**src/rtl/router_pkg.sv**
```systemverilog
// Shared types, limits and the header packing helper for the router packet transmitter.
package router_pkg;

  typedef enum logic [2:0] {
    S_IDLE,
    S_LOAD,
    S_HEADER,
    S_PAYLOAD,
    S_PARITY,
    S_GAP
  } state_t;

  localparam int         MAX_LEN      = 63;
  localparam logic [1:0] ADDR_INVALID = 2'b11;

  function automatic logic [7:0] hdr_pack(input logic [5:0] len, input logic [1:0] addr);
    return {len, addr};
  endfunction

endpackage

```
**src/rtl/router_pkt_tx_buffer.sv**
```systemverilog
// Payload store: one synchronous write port, one asynchronous read port.
module tx_buffer #(
  parameter  int DEPTH = 64,
  localparam int AW    = $clog2(DEPTH)
) (
  input  logic          clock,
  input  logic          we,
  input  logic [AW-1:0] waddr,
  input  logic [7:0]    wdata,
  input  logic [AW-1:0] raddr,
  output logic [7:0]    rdata
);

  logic [7:0] mem [DEPTH];

  // NOTE: the array has no reset; every byte read was written earlier in the same packet.
  always_ff @(posedge clock) begin
    if (we) mem[waddr] <= wdata;
  end

  assign rdata = mem[raddr];

endmodule

```
**src/rtl/router_pkt_tx.sv**
```systemverilog
// Buffers one packet's payload, then sends header, payload and parity to the router,
// honouring suspend_data, followed by a fixed idle gap.
module router_pkt_tx
  import router_pkg::*;
#(
  parameter int GAP_CYCLES = 1
) (
  input  logic       clock,
  input  logic       reset,
  input  logic       req_valid,
  input  logic [1:0] req_addr,
  input  logic [5:0] req_len,
  output logic       req_ready,
  input  logic [7:0] pl_data,
  input  logic       pl_valid,
  output logic       pl_ready,
  input  logic       suspend_data,
  output logic [7:0] data,
  output logic       packet_valid,
  output logic       tx_busy,
  output logic       pkt_done,
  output logic       req_err
);

  localparam logic [3:0] GAP_LAST = 4'(GAP_CYCLES - 1);

  state_t     state, state_d;
  logic [5:0] idx, len, rd_addr;
  logic [1:0] addr;
  logic [7:0] parity, rd_data, data_d, data_q;
  logic [3:0] gap_cnt;
  logic       pv_d, pv_q, req_err_q;
  logic       req_take, req_bad, byte_take, last_idx;

  assign req_take  = req_valid && req_ready;
  assign req_bad   = (req_len == 6'd0) || (req_addr == ADDR_INVALID);
  assign byte_take = pl_valid && pl_ready;
  assign last_idx  = idx == len - 6'd1;

  tx_buffer #(.DEPTH(MAX_LEN + 1)) u_buf (
    .clock (clock),
    .we    (byte_take),
    .waddr (idx),
    .wdata (pl_data),
    .raddr (rd_addr),
    .rdata (rd_data)
  );

  // NOTE: sequential state uses <= so every register samples pre-edge values.
  always_ff @(posedge clock or posedge reset) begin
    if (reset) state <= S_IDLE;
    else       state <= state_d;
  end

  // NOTE: each comb output gets a default first, so no path leaves it unassigned (no latch).
  always_comb begin
    state_d = state;
    unique case (state)
      S_IDLE:    if (req_take && !req_bad) state_d = S_LOAD;
      S_LOAD:    if (byte_take && last_idx) state_d = S_HEADER;
      S_HEADER:  if (!suspend_data) state_d = S_PAYLOAD;
      S_PAYLOAD: if (!suspend_data && last_idx) state_d = S_PARITY;
      S_PARITY:  if (!suspend_data) state_d = S_GAP;
      S_GAP:     if (gap_cnt == GAP_LAST) state_d = S_IDLE;
      default:   state_d = S_IDLE;
    endcase
  end

  // The byte bus is decoded from the next state and registered, so a suspended
  // cycle (state and idx frozen) reproduces the same value.
  always_comb begin
    req_ready = (state == S_IDLE) && !reset;
    pl_ready  = state == S_LOAD;
    tx_busy   = state != S_IDLE;
    pkt_done  = (state == S_PARITY) && !suspend_data;
    rd_addr   = (state == S_PAYLOAD && !suspend_data) ? idx + 6'd1 : idx;
    data_d    = 8'h00;
    pv_d      = 1'b0;
    case (state_d)
      S_HEADER:  begin data_d = hdr_pack(len, addr); pv_d = 1'b1; end
      S_PAYLOAD: begin data_d = rd_data;             pv_d = 1'b1; end
      S_PARITY:  data_d = parity;
      default:   ;
    endcase
  end

  always_ff @(posedge clock or posedge reset) begin
    if (reset) begin
      idx       <= '0;
      len       <= '0;
      addr      <= '0;
      parity    <= '0;
      gap_cnt   <= '0;
      data_q    <= '0;
      pv_q      <= 1'b0;
      req_err_q <= 1'b0;
    end else begin
      data_q    <= data_d;
      pv_q      <= pv_d;
      req_err_q <= req_take && req_bad;
      case (state)
        S_IDLE: if (req_take && !req_bad) begin
          len    <= req_len;
          addr   <= req_addr;
          idx    <= '0;
          parity <= hdr_pack(req_len, req_addr);
        end
        S_LOAD: if (byte_take) begin
          parity <= parity ^ pl_data;
          idx    <= last_idx ? 6'd0 : idx + 6'd1;
        end
        S_PAYLOAD: if (!suspend_data) idx <= idx + 6'd1;
        S_PARITY:  gap_cnt <= '0;
        S_GAP:     gap_cnt <= gap_cnt + 4'd1;
        default:   ;
      endcase
    end
  end

  assign data         = data_q;
  assign packet_valid = pv_q;
  assign req_err      = req_err_q;

endmodule

```
**config.mk**
```make
export PLATFORM = sky130hd
export DESIGN_NAME = router_pkt_tx
export DESIGN_NICKNAME = d
export VERILOG_FILES = /design/src/rtl/router_pkg.sv /design/src/rtl/router_pkt_tx_buffer.sv /design/src/rtl/router_pkt_tx.sv
export SDC_FILE = /design/constraint.sdc
export NUM_CORES = 1
export LEC_CHECK = 0
export BUFFER_PORTS_ARGS = -buffer_cell sky130_fd_sc_hd__buf_2
export CAP_MARGIN = 5
export CORE_ASPECT_RATIO = 1.2
export CORE_MARGIN = 4
export CORE_UTILIZATION = 55
export DETAILED_ROUTE_END_ITERATION = 16
export MAX_ROUTING_LAYER = met4
export PLACE_DENSITY = 0.74
export SYNTH_ARGS = -nofsm -noshare
export SYNTH_HDL_FRONTEND = slang
export SYNTH_HIERARCHICAL = 1
export SYNTH_SLANG_ARGS = --single-unit
```
**constraint.sdc**
```tcl
create_clock -name clock -period 9.9 [get_ports clock]
set_input_delay 1.98 -clock clock [delete_from_list [all_inputs] [get_ports clock]]
set_output_delay 1.98 -clock clock [all_outputs]
set_load 0.005 [all_outputs]
```
### Word level (Yosys, flattened, before mapping)

Memory sizes are Yosys's and may differ from the RTL's.
Cells that the tools add are included.

* add/sub/neg operators: 3
* equality and inequality tests: 13
* multiplexer cells: 21
* bitwise logic cells: 1
* reduce and logical (&&, ||, !) cells: 24

Operators by type and width (number)
* $mux W6: 5
* $pmux W8 S3: 1
* $mux W3: 6
* $pmux W3 S6: 1
* $pmux W6 S3: 1
* $mux W8: 2
* $pmux W8 S2: 1
* $eq A3 B2 Y1 const B: 4
* $eq A3 B3 Y1 const B: 3
* $logic_and A1 B1 Y1: 9
* $pmux W4 S2: 1
* $xor A8 B8 Y8: 1
* $add A6 B1 Y6 const B: 1
* $eq A6 B6 Y1: 1
* $logic_not A6 Y1: 1
* $reduce_bool A3 Y1: 2
* $sub A6 B1 Y6 const B: 1
* $add A4 B1 Y4 const B: 1
* $logic_not A4 Y1: 1
* $ne A2 B2 Y1 const B: 2
* $reduce_and A4 Y1: 1
* $reduce_bool A2 Y1: 2
* $eq A3 B1 Y1 const B: 1
* $logic_not A1 Y1: 3
* 8 further kinds: 10

* register bits after elaboration: 39
* bits in writable memories: 512
* output and inout port bits: 14
* word-level logic and storage cells: 72
* memories kept: 1

Memory list
* u_buf.mem: depth 64, bits a word 8, read ports 1, clocked after Yosys merged registers in 0, write ports 1, line router_pkt_tx_buffer.sv:14 `logic [7:0] mem [DEPTH];`

### Depth between registers and ports, before layout

* depth in word-level cells: 9
* gate-level depth with buffers: 15

### By module

The synthesis kept the hierarchy.

By module, submodules not included
* tx_buffer: times used 1, cells each 932, area each 20006.7 µm², sequential area each 15374.7 µm²
* router_pkt_tx: times used 1, cells each 241, area each 2298.5 µm², sequential area each 975.9 µm²

### Worst setup path after synthesis

Ideal clock, no wire load.

* kind: in2reg
* start: input port suspend_data
* end: register data_q[3], in the netlist data[3]
* setup time: 120 ps
* arrival time: 4563 ps
* setup slack: 5218 ps
* stages: 12
* cell sequence: nand2b_1 -> nor3b_1 -> mux2_2 -> buf_4 -> buf_2 -> buf_2 -> mux4_2 -> mux4_2 -> o21ai_1 -> o41ai_1 -> a32o_1 -> a31o_1

* elaborated cells between the ends (all ways): 13

RTL lines
* from (decl): line router_pkt_tx.sv:17 `input logic suspend_data,`
* $logic_not A1 Y1
* $logic_and A1 B1 Y1: line router_pkt_tx.sv:76 `rd_addr = (state == S_PAYLOAD && !suspend_data) ? idx + 6'd1 : idx;`
* $mux W6: line router_pkt_tx.sv:76
* named net rd_addr[1]: line router_pkt_tx.sv:28 `logic [5:0] idx, len, rd_addr;`
* $mem_v2 Z64 W8
* named net rd_data[3]: line router_pkt_tx.sv:30 `logic [7:0] parity, rd_data, data_d, data_q;`
* $pmux W8 S3: line router_pkt_tx.sv:79 `case (state_d)`
* named net data_d[3]: line router_pkt_tx.sv:30
* to (signal assigned): line router_pkt_tx.sv:98 `data_q <= data_d;`
* to (decl): line router_pkt_tx.sv:30

The timed path passes the listed nets, and every way through them passes these cells.
A chain may end at the register's enable or synchronous reset.

### Worst setup path in the final report

* start: input port suspend_data
* end: register data_q[6], in the netlist data[6]

Same word-level chain as after synthesis.

==> impl_metrics.py <==
metrics = {
    "finish": {
        "nNetsFinal": 1244,
        "multiInputGateArea_sq_mm": 0.005572,
        "fin_util": 0.6137,
        "post_route_cells_drive_above_1_share": 0.2266,
        "syn_to_final_growth_pct": 9.878,
        "ff_latch_area_sq_mm": 0.01635,
        "diodes": 0,
        "final_cell_area_sq_mm": 0.02451,
        "nFillCells": 2721,
    },
    "clock_network": {
        "cts.repair.resized": 0,
        "cts.sinks": 551,
        "clockBufferDepth": 3,
        "postCtsSetupBuffers": 0,
        "numCtsBuffers": 52,
        "cts_tree": "yes",
        "clockRootBuffer": "clkbuf_16",
        "cts_hold_buf": 0,
        "clkLatencyLatePin_ps": 570,
        "htree_levels": 2,
        "cts.clk_slew.worst_paths_ps": 60,
    },
    "logic_synthesis": {
        "yosysTopAreaCell": "edfxtp_1",
        "synth_area_per_cell_sq_um": 19.02,
        "synth_edf_count": 512,
        "syn-num-nets": 1198,
        "synth.most_common_cell": "edfxtp_1",
        "netlist.area_leader.share": 0.6893,
        "ys_seq_area_frac": 0.7330,
        "netlist_top_cells_count": "edfxtp_1 (512), mux4_2 (126), nor2_1 (91), nand2_1 (52), dfrtp_1 (39)",
        "synth-async-reset-ratio": 0.07078,
        "ys_ff_latch": 551,
        "synthesis.area_sq_mm": 0.02231,
        "ys_warn_count": 6,
        "synthCells": 1173,
        "ys_top_cells_by_area": "edfxtp_1 (69%), mux4_2 (13%), dfrtp_1 (4.4%)",
        "ys_types": 70,
        "synth_ff_type": "edfxtp_1",
    },
    "die": {
        "die_area_sq_mm": 0.04385,
        "core_sq_mm": 0.03994,
        "start_util": 0.5585,
        "std_cell_rows": 80,
        "io_pins": 35,
        "fp.dieH_um": 228.6,
        "die_x_um": 191.8,
    },
    "sta": {
        "finalCriticalPeriod_ps": 5579,
        "fin_tns_setup_ps": 0,
        "slew-limit-headroom": 0.2554,
        "layout_setup_ws_ps": 4321,
        "hold_viol_final": 0,
        "worst-slew-pin-transition_ps": 1113,
        "finClkSkew_ps": 21.93,
        "rsz0062_at_grt": "no",
        "drv_slew": 0,
        "setup_viol": 0,
        "clock.fmax_mhz": 179.3,
        "fin_crit_sh": 0.5635,
    },
    "global_route": {
        "grt_max_degree": 118,
        "antenna_found_initial": 0,
        "met2_usage": 0.3793,
        "grt_pass1_vias": 11680,
        "grtUsageTotal": 0.2357,
        "grtUsageMet3": 0.03957,
        "grt-busiest-layer": "met2",
        "use_met1": 0.3142,
        "grt_pass1_wl_mm": 74.95,
        "overflow": 0,
    },
    "routing": {
        "routedWlPerCell_um": 27.56,
        "via_per_inst": 6.503,
        "via_count": 11650,
        "wl_mm": 49.37,
        "drtIter0Drc": 1279,
        "ant_nets": 0,
        "drc": 0,
        "drt-pass1-iter-count": 7,
    },
    "run_status": {
        "status": "finished clean",
    },
    "pwr": {
        "leakage_nw": 7.769,
        "powerDensity_mw_per_mm2": 273.9,
        "p_total_mw": 6.712,
        "peakVddDrop_uv": 740.0,
    },
    "flow_run": {
        "max_cap_violations": 0,
    },
    "placed_design": {
        "postPlaceCellArea_sq_mm": 0.02296,
        "routabilityCongestion": 0.8726,
        "dpl.hpwl_mm": 29.45,
        "pre_cts_ws_ps": 3778,
        "port_buffers": 34,
    },
    "setup_path": {
        "critPathKind": "in2reg",
        "cp_data_arrival_time_ps": 6040,
        "critical_path.max_fanout": 41,
        "end_kind": "register",
        "cp.required_ps": 10360,
        "worst_setup_path_start_kind": "input port",
    },
    "min_path": {
        "hp-class": "reg2reg",
    },
}
[cell type report]
class	instances	share of cell area
clock buffer	67	0.05708
clock inverter	26	0.006126
inverter	8	0.001225
multi-input combinational	551	0.2273
sequential	551	0.6671
tap	533	0.02721
timing repair buffer	55	0.01389
[cell usage in the layout, fill, tap and decap left out, types with 12 or more instances in the layout]
master | synthesis | layout
dfrtp_1 | 39 | 39
nand3_1 | 36 | 36
clkbuf_1 | 24 | 12
o21ai_0 | 21 | 21
buf_2 | 13 | 34
clkinv_1 | 0 | 12
mux4_2 | 126 | 126
mux2i_1 | 23 | 23
nor2_1 | 91 | 91
clkbuf_16 | 0 | 53
mux2_2 | 14 | 13
nor2b_1 | 18 | 18
edfxtp_1 | 512 | 512
nand2_1 | 52 | 52
buf_4 | 13 | 20
[state kept, by name, summed over array words and instances (netlist names)]
| signal | flops |
|---|---|
| addr | 2 |
| data | 8 |
| gap_cnt | 4 |
| idx | 6 |
| len | 6 |
| packet_valid | 1 |
| parity | 8 |
| req_err | 1 |
| state | 3 |
| u_buf/mem | 512 |
[per-stage QoR]
step           hold slack (ps)  std cells
3_3_place_gp             465.8       1698
6_report                 498.2       1791
5_1_grt                  538.0       1791
3_5_place_dp             469.6       1698
4_1_cts                  507.5       1791
2_1_floorplan            444.2       1173
[routing by layer]
layer | share of wire | vias up
li1 | - | 4890
met1 | 0.37 | 6090
met2 | 0.51 | 569
met3 | 0.080 | 98
met4 | 0.033 | 0
met5 | 0 | -
[worst paths after layout]
| check | start | endpoint | slack, ps | cells past startpoint |
|---|---|---|---|---|
| max | suspend_data | data[6] | 4320 | 14 |
| min | gap_cnt[3] | gap_cnt[3] | 500 | 1 |
| max reg2reg | state[0] | data[6] | 5250 | 13 |
| min reg2reg | gap_cnt[3] | gap_cnt[3] | 500 | 1 |
| max in group asynchronous | reset | data[2] | 7770 | 3 |
| min in group asynchronous | reset | idx[4] | 1400 | 2 |
[kinds of logic (layout without fill, tap and decap cells)]
logic type / after synthesis / count (layout) / share of synthesized area
xor gates and xnor gates: 14 / 14 / 0.005497
DFF: 551 / 551 / 0.7330
adders and majority gates: 4 / 4 / 0.002244
buffers and inverters: 71 / 156 / 0.01868
muxes: 164 / 164 / 0.1453
AOI/OAI and AO/OA: 125 / 125 / 0.04392
and+or+nand+nor: 244 / 244 / 0.05133
[critical path: stages]
cell      delay, ps
buf_2           130
nand2b_1        180
nor3b_1         410
nand2_1         160
xnor2_2         140
buf_4           510
buf_4           560
mux4_2          390
mux2_2          290
o221a_2         270
nor3_1          380
o32ai_1         150
a32o_1          250
a31o_1          190
[where the power goes]
group / leakage (nW) / internal [mW] / switching, mW
clock network: 0.763 / 1.02 / 0.806
registers: 5.10 / 2.64 / 0.123
logic: 1.91 / 0.959 / 1.16
(Power assumes the default switching activity.)
